<file path="config.mk">
export PLATFORM = sky130hd
export DESIGN_NAME = id_control_unit_flat
export DESIGN_NICKNAME = d
export VERILOG_FILES = /design/src/rtl/id_control_if.sv /design/src/rtl/id_control_unit.sv /design/src/flat_wrapper.sv
export SDC_FILE = /design/constraint.sdc
export NUM_CORES = 1
export LEC_CHECK = 0
export ABC_AREA = 1
export BUFFER_PORTS_ARGS = -buffer_cell sky130_fd_sc_hd__buf_2
export CAP_MARGIN = 20
export CORE_ASPECT_RATIO = 0.6
export CORE_MARGIN = 2
export CORE_UTILIZATION = 50
export DETAILED_ROUTE_END_ITERATION = 6
export HOLD_SLACK_MARGIN = 0.08
export PLACE_DENSITY = 0.78
export SLEW_MARGIN = 20
export SYNTH_ARGS = -nofsm -noshare
export SYNTH_HDL_FRONTEND = slang
export SYNTH_SLANG_ARGS = --single-unit
</file>
<file path="constraint.sdc">
create_clock -name clk -period 2 [get_ports clk]
set_clock_uncertainty 0.1 [all_clocks]
set_input_delay 0.6 -clock clk [delete_from_list [all_inputs] [get_ports clk]]
set_output_delay 0.6 -clock clk [all_outputs]
set_load 0.1 [all_outputs]
</file>
<file path="src/rtl/id_control_if.sv">
// id_control_if: IF/ID-side instruction inputs and ID/EX-side control outputs of the decode controller.
interface id_control_if;
    logic        inst_valid;
    logic [15:0] inst;
    logic        flush;
    logic        stall;
    logic [3:0]  alu_operation;
    logic [3:0]  shamt;
    logic [2:0]  rdst;
    logic [2:0]  rsrc;
    logic        reg_write;
    logic        mem_read;
    logic        mem_write;
    logic [1:0]  sp_op;
    logic [2:0]  branch_type;
    logic        flag_restore;
    logic [15:0] imm;
    logic        imm_valid;

    modport master (
        output inst_valid, inst, flush,
        input  stall, alu_operation, shamt, rdst, rsrc, reg_write, mem_read, mem_write,
               sp_op, branch_type, flag_restore, imm, imm_valid
    );

    modport slave (
        input  inst_valid, inst, flush,
        output stall, alu_operation, shamt, rdst, rsrc, reg_write, mem_read, mem_write,
               sp_op, branch_type, flag_restore, imm, imm_valid
    );
endinterface

</file>
<file path="src/rtl/id_control_unit.sv">
// id_control_unit: decode-stage controller producing registered ALU code and control strobes,
// sequencing two-word LDM and the CALL/RET/RTI stack operations while stalling fetch.
module id_control_unit #(
    parameter int RTI_POPS  = 2,
    parameter int RET_STALL = 1
) (
    input logic         clk,
    input logic         rst,
    id_control_if.slave bus
);
    localparam logic [2:0] S_DECODE    = 3'd0;
    localparam logic [2:0] S_LDM_IMM   = 3'd1;
    localparam logic [2:0] S_CALL_PUSH = 3'd2;
    localparam logic [2:0] S_POP_PC    = 3'd3;
    localparam logic [2:0] S_POP_FLAGS = 3'd4;
    localparam logic [2:0] S_BUBBLE    = 3'd5;
    localparam logic [3:0] ALU_NOP = 4'b0011;
    localparam logic [3:0] ALU_MOV = 4'b0111;
    localparam logic [3:0] ALU_ADD = 4'b1000;
    localparam int CW = RET_STALL > 2 ? $clog2(RET_STALL) : 1;
    localparam logic [CW-1:0] CNT_LOAD = CW'(RET_STALL > 0 ? RET_STALL - 1 : 0);
    localparam logic [2:0] AFTER_POP = RET_STALL > 0 ? S_BUBBLE : S_DECODE;

    logic [2:0]    state_q, state_d;
    logic          rti_q, rti_d;
    logic [CW-1:0] cnt_q, cnt_d;
    logic [3:0]    alu_q, alu_d, shamt_q, shamt_d;
    logic [2:0]    rdst_q, rdst_d, rsrc_q, rsrc_d, branch_q, branch_d;
    logic          reg_write_q, reg_write_d, mem_read_q, mem_read_d, mem_write_q, mem_write_d;
    logic [1:0]    sp_op_q, sp_op_d;
    logic          flag_q, flag_d, imm_valid_q, imm_valid_d;
    logic [15:0]   imm_q, imm_d;
    logic [4:0]    op;

    assign op = bus.inst[15:11];

    always_comb begin
        state_d     = state_q;
        rti_d       = rti_q;
        cnt_d       = cnt_q;
        alu_d       = ALU_NOP;
        shamt_d     = shamt_q;
        rdst_d      = rdst_q;
        rsrc_d      = rsrc_q;
        reg_write_d = 1'b0;
        mem_read_d  = 1'b0;
        mem_write_d = 1'b0;
        sp_op_d     = 2'b00;
        branch_d    = 3'b000;
        flag_d      = 1'b0;
        imm_d       = imm_q;
        imm_valid_d = 1'b0;
        if (bus.flush) begin
            state_d = S_DECODE;
        end else begin
            case (state_q)
                S_DECODE: if (bus.inst_valid) begin
                    rdst_d  = bus.inst[10:8];
                    rsrc_d  = bus.inst[7:5];
                    shamt_d = bus.inst[3:0];
                    if (!op[4]) begin
                        alu_d       = (op[3:0] == 4'd0 || op[3:0] >= 4'd14) ? ALU_NOP : op[3:0];
                        reg_write_d = op[3:0] == 4'd2 || (op[3:0] >= 4'd4 && op[3:0] <= 4'd13);
                    end else begin
                        case (op[3:0])
                            4'd0: begin mem_write_d = 1'b1; sp_op_d = 2'b01; alu_d = ALU_MOV; end
                            4'd1: begin mem_read_d = 1'b1; sp_op_d = 2'b10; reg_write_d = 1'b1; end
                            4'd2: state_d = S_LDM_IMM;
                            4'd3: begin mem_read_d = 1'b1; reg_write_d = 1'b1; alu_d = ALU_ADD; end
                            4'd4: begin mem_write_d = 1'b1; alu_d = ALU_ADD; end
                            4'd8, 4'd9, 4'd10, 4'd11: branch_d = 3'(op[1:0]) + 3'd1;
                            4'd12: state_d = S_CALL_PUSH;
                            4'd13: begin state_d = S_POP_PC; rti_d = 1'b0; end
                            4'd14: begin state_d = S_POP_PC; rti_d = 1'b1; end
                            default: ;
                        endcase
                    end
                end
                S_LDM_IMM: if (bus.inst_valid) begin
                    imm_d       = bus.inst;
                    imm_valid_d = 1'b1;
                    reg_write_d = 1'b1;
                    alu_d       = ALU_MOV;
                    state_d     = S_DECODE;
                end
                S_CALL_PUSH: begin
                    mem_write_d = 1'b1;
                    sp_op_d     = 2'b01;
                    branch_d    = 3'b100;
                    state_d     = S_DECODE;
                end
                S_POP_PC: begin
                    mem_read_d = 1'b1;
                    sp_op_d    = 2'b10;
                    branch_d   = rti_q ? 3'b110 : 3'b101;
                    state_d    = (rti_q && RTI_POPS > 1) ? S_POP_FLAGS : AFTER_POP;
                    cnt_d      = CNT_LOAD;
                end
                S_POP_FLAGS: begin
                    mem_read_d = 1'b1;
                    sp_op_d    = 2'b10;
                    flag_d     = 1'b1;
                    state_d    = AFTER_POP;
                    cnt_d      = CNT_LOAD;
                end
                S_BUBBLE: begin
                    cnt_d   = cnt_q - CW'(1);
                    state_d = cnt_q == '0 ? S_DECODE : S_BUBBLE;
                end
                default: state_d = S_DECODE;
            endcase
        end
    end

    always_ff @(posedge clk) begin
        if (rst) begin
            state_q     <= S_DECODE;
            rti_q       <= 1'b0;
            cnt_q       <= '0;
            alu_q       <= ALU_NOP;
            shamt_q     <= '0;
            rdst_q      <= '0;
            rsrc_q      <= '0;
            reg_write_q <= 1'b0;
            mem_read_q  <= 1'b0;
            mem_write_q <= 1'b0;
            sp_op_q     <= '0;
            branch_q    <= '0;
            flag_q      <= 1'b0;
            imm_q       <= '0;
            imm_valid_q <= 1'b0;
        end else begin
            state_q     <= state_d;
            rti_q       <= rti_d;
            cnt_q       <= cnt_d;
            alu_q       <= alu_d;
            shamt_q     <= shamt_d;
            rdst_q      <= rdst_d;
            rsrc_q      <= rsrc_d;
            reg_write_q <= reg_write_d;
            mem_read_q  <= mem_read_d;
            mem_write_q <= mem_write_d;
            sp_op_q     <= sp_op_d;
            branch_q    <= branch_d;
            flag_q      <= flag_d;
            imm_q       <= imm_d;
            imm_valid_q <= imm_valid_d;
        end
    end

    assign bus.stall         = state_q inside {S_CALL_PUSH, S_POP_PC, S_POP_FLAGS, S_BUBBLE};
    assign bus.alu_operation = alu_q;
    assign bus.shamt         = shamt_q;
    assign bus.rdst          = rdst_q;
    assign bus.rsrc          = rsrc_q;
    assign bus.reg_write     = reg_write_q;
    assign bus.mem_read      = mem_read_q;
    assign bus.mem_write     = mem_write_q;
    assign bus.sp_op         = sp_op_q;
    assign bus.branch_type   = branch_q;
    assign bus.flag_restore  = flag_q;
    assign bus.imm           = imm_q;
    assign bus.imm_valid     = imm_valid_q;
endmodule

</file>
<file path="src/flat_wrapper.sv">
// flat-port wrapper written by rule: the top's interface ports become plain ports
module id_control_unit_flat 
#(
    parameter int RTI_POPS  = 2,
    parameter int RET_STALL = 1
)
  (clk, rst, bus_inst_valid, bus_inst, bus_flush, bus_stall, bus_alu_operation, bus_shamt, bus_rdst, bus_rsrc, bus_reg_write, bus_mem_read, bus_mem_write, bus_sp_op, bus_branch_type, bus_flag_restore, bus_imm, bus_imm_valid);
  id_control_if bus_i ();
  input logic clk;
  input logic rst;
  input wire logic [$bits(bus_i.inst_valid)-1:0] bus_inst_valid;
  input wire logic [$bits(bus_i.inst)-1:0] bus_inst;
  input wire logic [$bits(bus_i.flush)-1:0] bus_flush;
  output wire logic [$bits(bus_i.stall)-1:0] bus_stall;
  output wire logic [$bits(bus_i.alu_operation)-1:0] bus_alu_operation;
  output wire logic [$bits(bus_i.shamt)-1:0] bus_shamt;
  output wire logic [$bits(bus_i.rdst)-1:0] bus_rdst;
  output wire logic [$bits(bus_i.rsrc)-1:0] bus_rsrc;
  output wire logic [$bits(bus_i.reg_write)-1:0] bus_reg_write;
  output wire logic [$bits(bus_i.mem_read)-1:0] bus_mem_read;
  output wire logic [$bits(bus_i.mem_write)-1:0] bus_mem_write;
  output wire logic [$bits(bus_i.sp_op)-1:0] bus_sp_op;
  output wire logic [$bits(bus_i.branch_type)-1:0] bus_branch_type;
  output wire logic [$bits(bus_i.flag_restore)-1:0] bus_flag_restore;
  output wire logic [$bits(bus_i.imm)-1:0] bus_imm;
  output wire logic [$bits(bus_i.imm_valid)-1:0] bus_imm_valid;
  assign bus_i.inst_valid = bus_inst_valid;
  assign bus_i.inst = bus_inst;
  assign bus_i.flush = bus_flush;
  assign bus_stall = bus_i.stall;
  assign bus_alu_operation = bus_i.alu_operation;
  assign bus_shamt = bus_i.shamt;
  assign bus_rdst = bus_i.rdst;
  assign bus_rsrc = bus_i.rsrc;
  assign bus_reg_write = bus_i.reg_write;
  assign bus_mem_read = bus_i.mem_read;
  assign bus_mem_write = bus_i.mem_write;
  assign bus_sp_op = bus_i.sp_op;
  assign bus_branch_type = bus_i.branch_type;
  assign bus_flag_restore = bus_i.flag_restore;
  assign bus_imm = bus_i.imm;
  assign bus_imm_valid = bus_i.imm_valid;
  id_control_unit #(.RTI_POPS(RTI_POPS), .RET_STALL(RET_STALL)) u_core (.clk(clk), .rst(rst), .bus(bus_i));
endmodule
</file>
## Yosys cells after proc, flatten, opt, wreduce, memory -nomap -nowiden

Cells that the tools add are included.

| operators by class | value |
|---|---|
| add/sub/neg operators | 2 |
| reductions and logical operators | 21 |
| bitwise logic cells | 2 |
| mux-type cells | 37 |
| equality and inequality tests | 20 |
| magnitude comparators | 3 |

Operators with widths:

| operator | count |
|---|---|
| $eq A4 B4 Y1 const B | 7 |
| $mux W3 | 8 |
| $pmux W3 S3 | 2 |
| $pmux W4 S2 | 2 |
| $pmux W3 S5 | 1 |
| $mux W4 | 3 |
| $reduce_or A2 Y1 | 6 |
| $mux W1 | 11 |
| $pmux W1 S2 | 5 |
| $eq A4 B2 Y1 const B | 2 |
| $eq A3 B2 Y1 const B | 2 |
| $eq A3 B3 Y1 const B | 2 |
| $mux W2 | 3 |
| $ne A2 B2 Y1 const B | 3 |
| $pmux W2 S3 | 1 |
| $reduce_and A3 Y1 | 2 |
| $reduce_and A5 Y1 | 1 |
| $eq A4 B1 Y1 const B | 1 |
| $eq A4 B3 Y1 const B | 1 |
| $ge A4 B3 Y1 const B | 1 |
| $ge A4 B4 Y1 const B | 1 |
| $le A4 B4 Y1 const B | 1 |
| $logic_not A4 Y1 | 1 |
| $ne A4 B3 Y1 const B | 1 |
| other kinds (14) | 17 |

| storage, ports and cells | value |
|---|---|
| word-level logic and storage cells | 100 |
| input bits | 20 |
| register bits after elaboration | 45 |
| output and inout bits | 41 |

## Logic depth before layout (Yosys ltp)

Gate-level depths: netlist of the first run.

| logic depth | value |
|---|---|
| word-level depth | 6 |
| depth in mapped cells | 11 |
| depth with buffers taken out | 11 |

## Worst setup path before layout of the first run

Ideal clock, no wire load.

| path | value |
|---|---|
| path kind | reg2out |
| from | register u_core.state_q[1] |
| to | output port bus_stall |
| setup slack | 0.028 ns |
| cell stages (with the launch flop) | 3 |
| arrival time | 1.272 ns |
| data required time | 1.300 ns |
| buffers on the path | 0 |
| cells stage by stage | dfxtp_1 -> inv_2 -> ha_1 |

| between the ends | value |
|---|---|
| cells in the longest elaborated chain, start to end | 2 |
| elaborated cells on any way between the ends | 5 |
| classes of those cells | 4 x eq/ne; 1 x reduce/logical |

RTL lines:

| element | RTL line | text |
|---|---|---|
| start, declared | id_control_unit.sv:24 | `logic [2:0] state_q, state_d;` |
| start signal, assigned | id_control_unit.sv:133 | `state_q <= state_d;` |
| $eq A3 B2 Y1 / $eq A3 B3 Y1 (equally long branches) | id_control_unit.sv:151 | `assign bus.stall = state_q inside {S_CALL_PUSH, S_POP_PC, S_POP_FLAGS, S_BUBBLE};` |
| $reduce_bool A4 Y1 * | id_control_unit.sv:151 |  |
| end, declared | flat_wrapper.sv:14 | `output wire logic [$bits(bus_i.stall)-1:0] bus_stall;` |

Every way passes the cells marked *; elsewhere a longest branch is shown, timed or not.

## Worst setup path after layout of the first run

Ends and elaborated chain as after synthesis.

==> results.md, run 1 <==
- H-tree Lvls: 2
- Vias per Instance: 5.00
- CTS tree: done
- Grt ovf: 0
- R2r setup slk: 0.38 ns
- Worst-Skew Late Latency: 0.29 ns
- Sequential area share after synthesis: 46.6%
- Die Span Y: 52.2 um
- Root buf cell: clkbuf_8
- Required time of the critical path: 1.30 ns
- DR iter-0 viols: 163
- Diode count: 0
- Min-Delay Path Class: register to register
- Max-slew headroom: 67.2%
- Status: complete, no violations
- Critical path class: register to output pin
- GR peak layer: met1
- Most frequent cells in the layout: 66 x nor2_1, 59 x buf_2, 43 x dfxtp_1, 38 x o21ai_0, 27 x nand2_1
- # placed instances: 364
- Syn avg cell area: 7.59 um2
- Synth Cell Area: 1930 um2
- Met2 usage: 32.4%
- VDD IR max: 0.448 mV
- Vias: 1,860
- # DRC: 0
- Clk buf depth: 2
- DIE WIDTH: 84.3 um
- Register bit total from synthesis: 45
- PortBufs: 60
- Met1 usage in global routing: 37.2%
- CP arrival: 1.24 ns
- Leakage: 1.22 nW
- Comb pwr share: 17.5%
- Post-Layout Cell Count: 372
- Least-Margin Pin Slew: 0.495 ns
- Pin count of the biggest net entering global routing: 26
- Peak Freq: 0.516 GHz
- Post-synthesis net count: 283
- Cell variety after synth: 26
- Max Transition Viols Final: 0
- Pint: 1.23 mW
- Clock Power Share: 30.6%
- MaxCap Viol Count: 0
- Vias in the first global route: 1,617
- GRT Util Overall: 23.9%
- Initial antenna violation count: 0
- Global-route wire length before repair: 7950 um
- Fill count: 347
- Most common cell after layout, fill and taps aside: nor2_1
- Core footprint: 3680 um2
- Switching Power: 0.549 mW
- Util after Layout: 65.8%
- Final net count: 352
- RSZ-0062 raised after global routing: no
- Syn Inst Count: 255
- DRT Wirelength: 4840 um
- Reg power frac: 52.0%
- Tcrit/Tclk final: 97.0%
- CTS buffer count: 5
- Setup violators final: 0
- Starting density of the core: 52.6%
- Synth warn: 0
- Post-DP HPWL: 3730 um
- Cell Pwr Density: 734 nW/um2
- Synth-to-layout area growth: 25.2%
- Type of origin of the critical path: register
- Share of layout cells above drive strength 1: 28.6%
- Worst setup EP type: output pin
- Max FO, Critical Path: 4
- Post-CTS Setup Inserts: 0
- Wire length per cell: 13.0 um
- Hold Violations, Final: 0
- Std-Cell Rows: 17
- First drt pass iteration count: 4
- I/O pin total: 61
- Die footprint: 4400 um2
- Antenna viol nets, final: 0
- Sw frac: 30.9%
- Worst-path clk slew: 0.08 ns
- Clock Sinks: 45
- Fin crit period: 1.94 ns
- Grt met3 use: 5.51%
- Gpl congestion: 0.872
layout make-up:
| type | instances | area [um2] | area share (%) |
|---|---|---|---|
| timing repair buffer | 68 | 375 | 15.5 |
| clock inverter | 1 | 7.51 | 0.310 |
| tap | 47 | 58.8 | 2.43 |
| inverter | 21 | 81.3 | 3.36 |
| multi-input combinational | 183 | 920 | 38.0 |
| clock buffer | 7 | 76.3 | 3.15 |
| sequential | 45 | 903 | 37.3 |
synthesized netlist by cell type:
cell type / instances / area share [%]
nand2_4: 2 / 1.2
nor2_1: 66 / 13
buf_4: 2 / 0.78
nand2_2: 1 / 0.32
o21a_1: 1 / 0.39
nor2_2: 1 / 0.32
a21oi_1: 14 / 3.6
buf_2: 2 / 0.52
dfxtp_1: 45 / 47
inv_1: 15 / 2.9
nand3_1: 7 / 1.8
o21ai_0: 38 / 9.8
o22a_2: 1 / 0.52
nand4_1: 2 / 0.65
ha_1: 8 / 5.2
and3_1: 1 / 0.32
or2_2: 1 / 0.32
nand2_1: 27 / 5.2
inv_2: 5 / 0.97
clkbuf_1: 2 / 0.39
a31oi_1: 2 / 0.65
nor2_4: 4 / 2.3
or2_1: 1 / 0.32
nor3_1: 5 / 1.3
a21oi_2: 1 / 0.45
inv_4: 1 / 0.32
cell families after synthesis:
logic type               synth area share (%)
AND/OR/NAND/NOR                          26.9
adder cells (fa/ha/maj)                  5.17
flip-flops                               46.6
AO/OA/AOI/OAI                            15.5
buffers and inverters                    5.89
state kept, by name, summed over array words and instances (netlist names):
name and flops:
u_core.bus.rsrc 3, u_core.bus.branch_type 3, u_core.bus.alu_operation 4, u_core.state_q 3, u_core.bus.flag_restore 1, u_core.rti_q 1
u_core.bus.reg_write 1, u_core.bus.mem_write 1, u_core.bus.shamt 4, u_core.bus.mem_read 1, u_core.cnt_q 1, u_core.bus.imm 16
u_core.bus.imm_valid 1, u_core.bus.rdst 3, u_core.bus.sp_op 2
worst max-delay path, cell delays in order, from the launching register on:
cell	delay, ns
dfxtp_2	0.37
inv_2	0.07
ha_1	0.33
buf_12	0.18
metrics by stage:
step	hold WS [ns]	total power, mW	setup TNS, ns	worst slack, ns	cell area [um2]
final	0.397	1.78	0	0.0602	2420
after detailed placement	0.372	1.25	-0.00930	-0.00730	2340
after CTS	0.397	1.78	0	0.0475	2420
after floorplan	0.334	1.17	0	0.0281	1930
after global placement	0.371	1.25	0	0.0511	2340
after global routing	0.426	1.84	0	0.0122	2420
final timing paths:
check | end | start | depth (start not counted)
max | bus_stall | u_core.state_q[1] | 3
min | u_core.cnt_q | u_core.cnt_q | 1
max reg2reg | u_core.bus.rdst[0] | u_core.state_q[1] | 8
min reg2reg | u_core.cnt_q | u_core.cnt_q | 1
metal layers:
metal,routed length (um),share of wire (%)
met5,0,0
met3,320,6.6
met1,2600,54
met4,51,1.1
met2,1870,39
power groups by stage:
| stage | combinational [mW] | sequential (mW) | clock (mW) |
|---|---|---|---|
| finish | 0.310 | 0.924 | 0.543 |
| global route | 0.331 | 0.926 | 0.585 |
| CTS | 0.309 | 0.924 | 0.548 |
| detailed placement | 0.308 | 0.945 | 0 |
| global placement | 0.308 | 0.944 | 0 |
| floorplan | 0.0873 | 1.08 | 0 |
timing repair:
item,in CTS,in global routing
gates resized for setup,1,1
hold buffers,0,0
setup endpoints to repair,1,1
No activity file was read; power rests on OpenSTA's default activity.
==> inputs of run 2 (changes only) <==
==> constraint.sdc (replaced) <==
create_clock -name clk -period 2.4 [get_ports clk]
set_clock_uncertainty 0.1 [all_clocks]
set_input_delay 0.72 -clock clk [delete_from_list [all_inputs] [get_ports clk]]
set_output_delay 0.72 -clock clk [all_outputs]
set_load 0.1 [all_outputs]
==> run 2 against run 1 <==
Compared with the run above: register-to-register slack improved by 0.31 ns; global-route usage decreased by 1.2 points; worst setup slack improved by 0.049 ns; first-iteration DRC count decreased by 1.2%; total power decreased by 9.3%; count of clock-buffer cells in the layout unchanged; combinational power decreased by 19%; critical path type unchanged; critical path depth unchanged.
==> results.md, run 2 (synthesis gave the netlist of run 1 again) <==
- # DRC: 0
- Crit-path max cell delay: 0.41 ns
- Max-slew headroom: 66.9%
- Top Metal Used: met4
- Pre-CTS WS: 0.196 ns
- Die footprint: 4400 um2
- Wl on met1: 2490 um
- DRT Wirelength: 4740 um
- Type of origin of the critical path: register
- Tcrit/Tclk final: 95.5%
- Min-Delay Path Class: register to register
- Share of layout cells above drive strength 1: 27.2%
- MaxCap Viol Count: 0
- Hold Violations, Final: 0
- VDD IR max: 0.371 mV
- CP Depth: 3
- First drt pass iteration count: 4
- Initial antenna violation count: 0
- Max FO, Critical Path: 4
- DIE WIDTH: 84.3 um
- CP arrival: 1.47 ns
- FF-to-FF path depth: 8
- Vias per Instance: 5.08
- Peak Freq: 0.437 GHz
- CP cell instances: inv_2, ha_1, buf_2
- Synth-to-layout area growth: 24.1%
- Fill count: 332
- Worst-Skew Late Latency: 0.29 ns
- Required time of the critical path: 1.58 ns
- Pin count of the biggest net entering global routing: 28
- PnR worst setup slack: 0.109 ns
- Most frequent cells in the layout: 66 x nor2_1, 60 x buf_2, 45 x dfxtp_1, 38 x o21ai_0, 27 x nand2_1
- Largest register FFs: 16
- Setup_tns: 0 ns
- Fin crit period: 2.29 ns
- DR iter-0 viols: 161
- Post_cts resized: 0
- Post-CTS Setup Inserts: 0
- CTS tree: done
- I/O pin total: 61
- Die Span Y: 52.2 um
- Leakage: 1.21 nW
- H-tree Lvls: 2
- Global-route wire length before repair: 7600 um
- Core footprint: 3680 um2
- Total Power: 1.61 mW
- Worst setup EP type: output pin
- Root buf cell: clkbuf_8
- Worst-path clk slew: 0.08 ns
- Grt ovf: 0
- Met3 WL: 406 um
- Gpl congestion: 0.869
- Wire length per cell: 12.9 um
- Vias: 1,864
- Slowest cell on crit path: dfxtp_1
- WP buf/inv: 2
- Max Transition Viols Final: 0
- Cell Pwr Density: 672 nW/um2
- Status: complete, no violations
- Vias in the first global route: 1,554
- Post-CTS Hold Fix Bufs: 0
- PortBufs: 60
- Starting density of the core: 52.6%
- Clock Sinks: 45
- Most common cell after layout, fill and taps aside: nor2_1
- Clk buf depth: 2
- Final net count: 347
- Setup violators final: 0
- Post-DP HPWL: 3600 um
- Critical path class: register to output pin
- Antenna viol nets, final: 0
- Std-Cell Rows: 17
- CTS buffer count: 5
- Routed length on met2: 1790 um
- RSZ-0062 raised after global routing: no
- Diode count: 0
- GRT Util Overall: 22.8%
- WHS Path Cells: 1
- CP delay by family, top: buffers and inverters
- Least-Margin Pin Slew: 0.501 ns
==> run 2: path summary, 6_finish.rpt <==
check | startpoint | to | slack (ns)
max | u_core.state_q[1] | bus_stall | 0.11
min reg2reg | u_core.cnt_q | u_core.cnt_q | 0.38
max reg2reg | u_core.state_q[1] | u_core.bus.rsrc[1] | 0.69
min | u_core.cnt_q | u_core.cnt_q | 0.38
==> run 2: stage by stage <==
step	cell area [um2]	instances	util, %	hold slack, ns
finish	2400	367	65.2	0.384
detailed placement	2280	359	62.1	0.364
CTS	2400	367	65.2	0.380
floorplan	1930	255	-	0.334
global placement	2280	359	62.1	0.369
global route	2400	367	65.2	0.419
==> run 2: cell type report <==
type                            count  area (um2)  share of cell area [%]
Multi-Input combinational cell    183         920                    38.3
Clock inverter                      1        30.0                    1.25
Inverter                           21        81.3                    3.39
Tap cell                           47        58.8                    2.45
Clock buffer                        7        86.3                    3.60
Timing Repair Buffer               63         323                    13.5
Sequential cell                    45         901                    37.5
==> run 2: where the power goes <==
part / total, mW / switching (mW) / leakage, nW / internal (mW)
registers: 0.770 / 0.00752 / 0.365 / 0.762
clock network: 0.591 / 0.251 / 0.0585 / 0.339
logic: 0.251 / 0.201 / 0.785 / 0.0498
==> run 2: metal layers <==
layer  GRT usage (%)  vias up
met1            35.7      832
li1                -      954
met4            7.26        0
met5               0        -
met3            5.83        7
met2            29.6       71
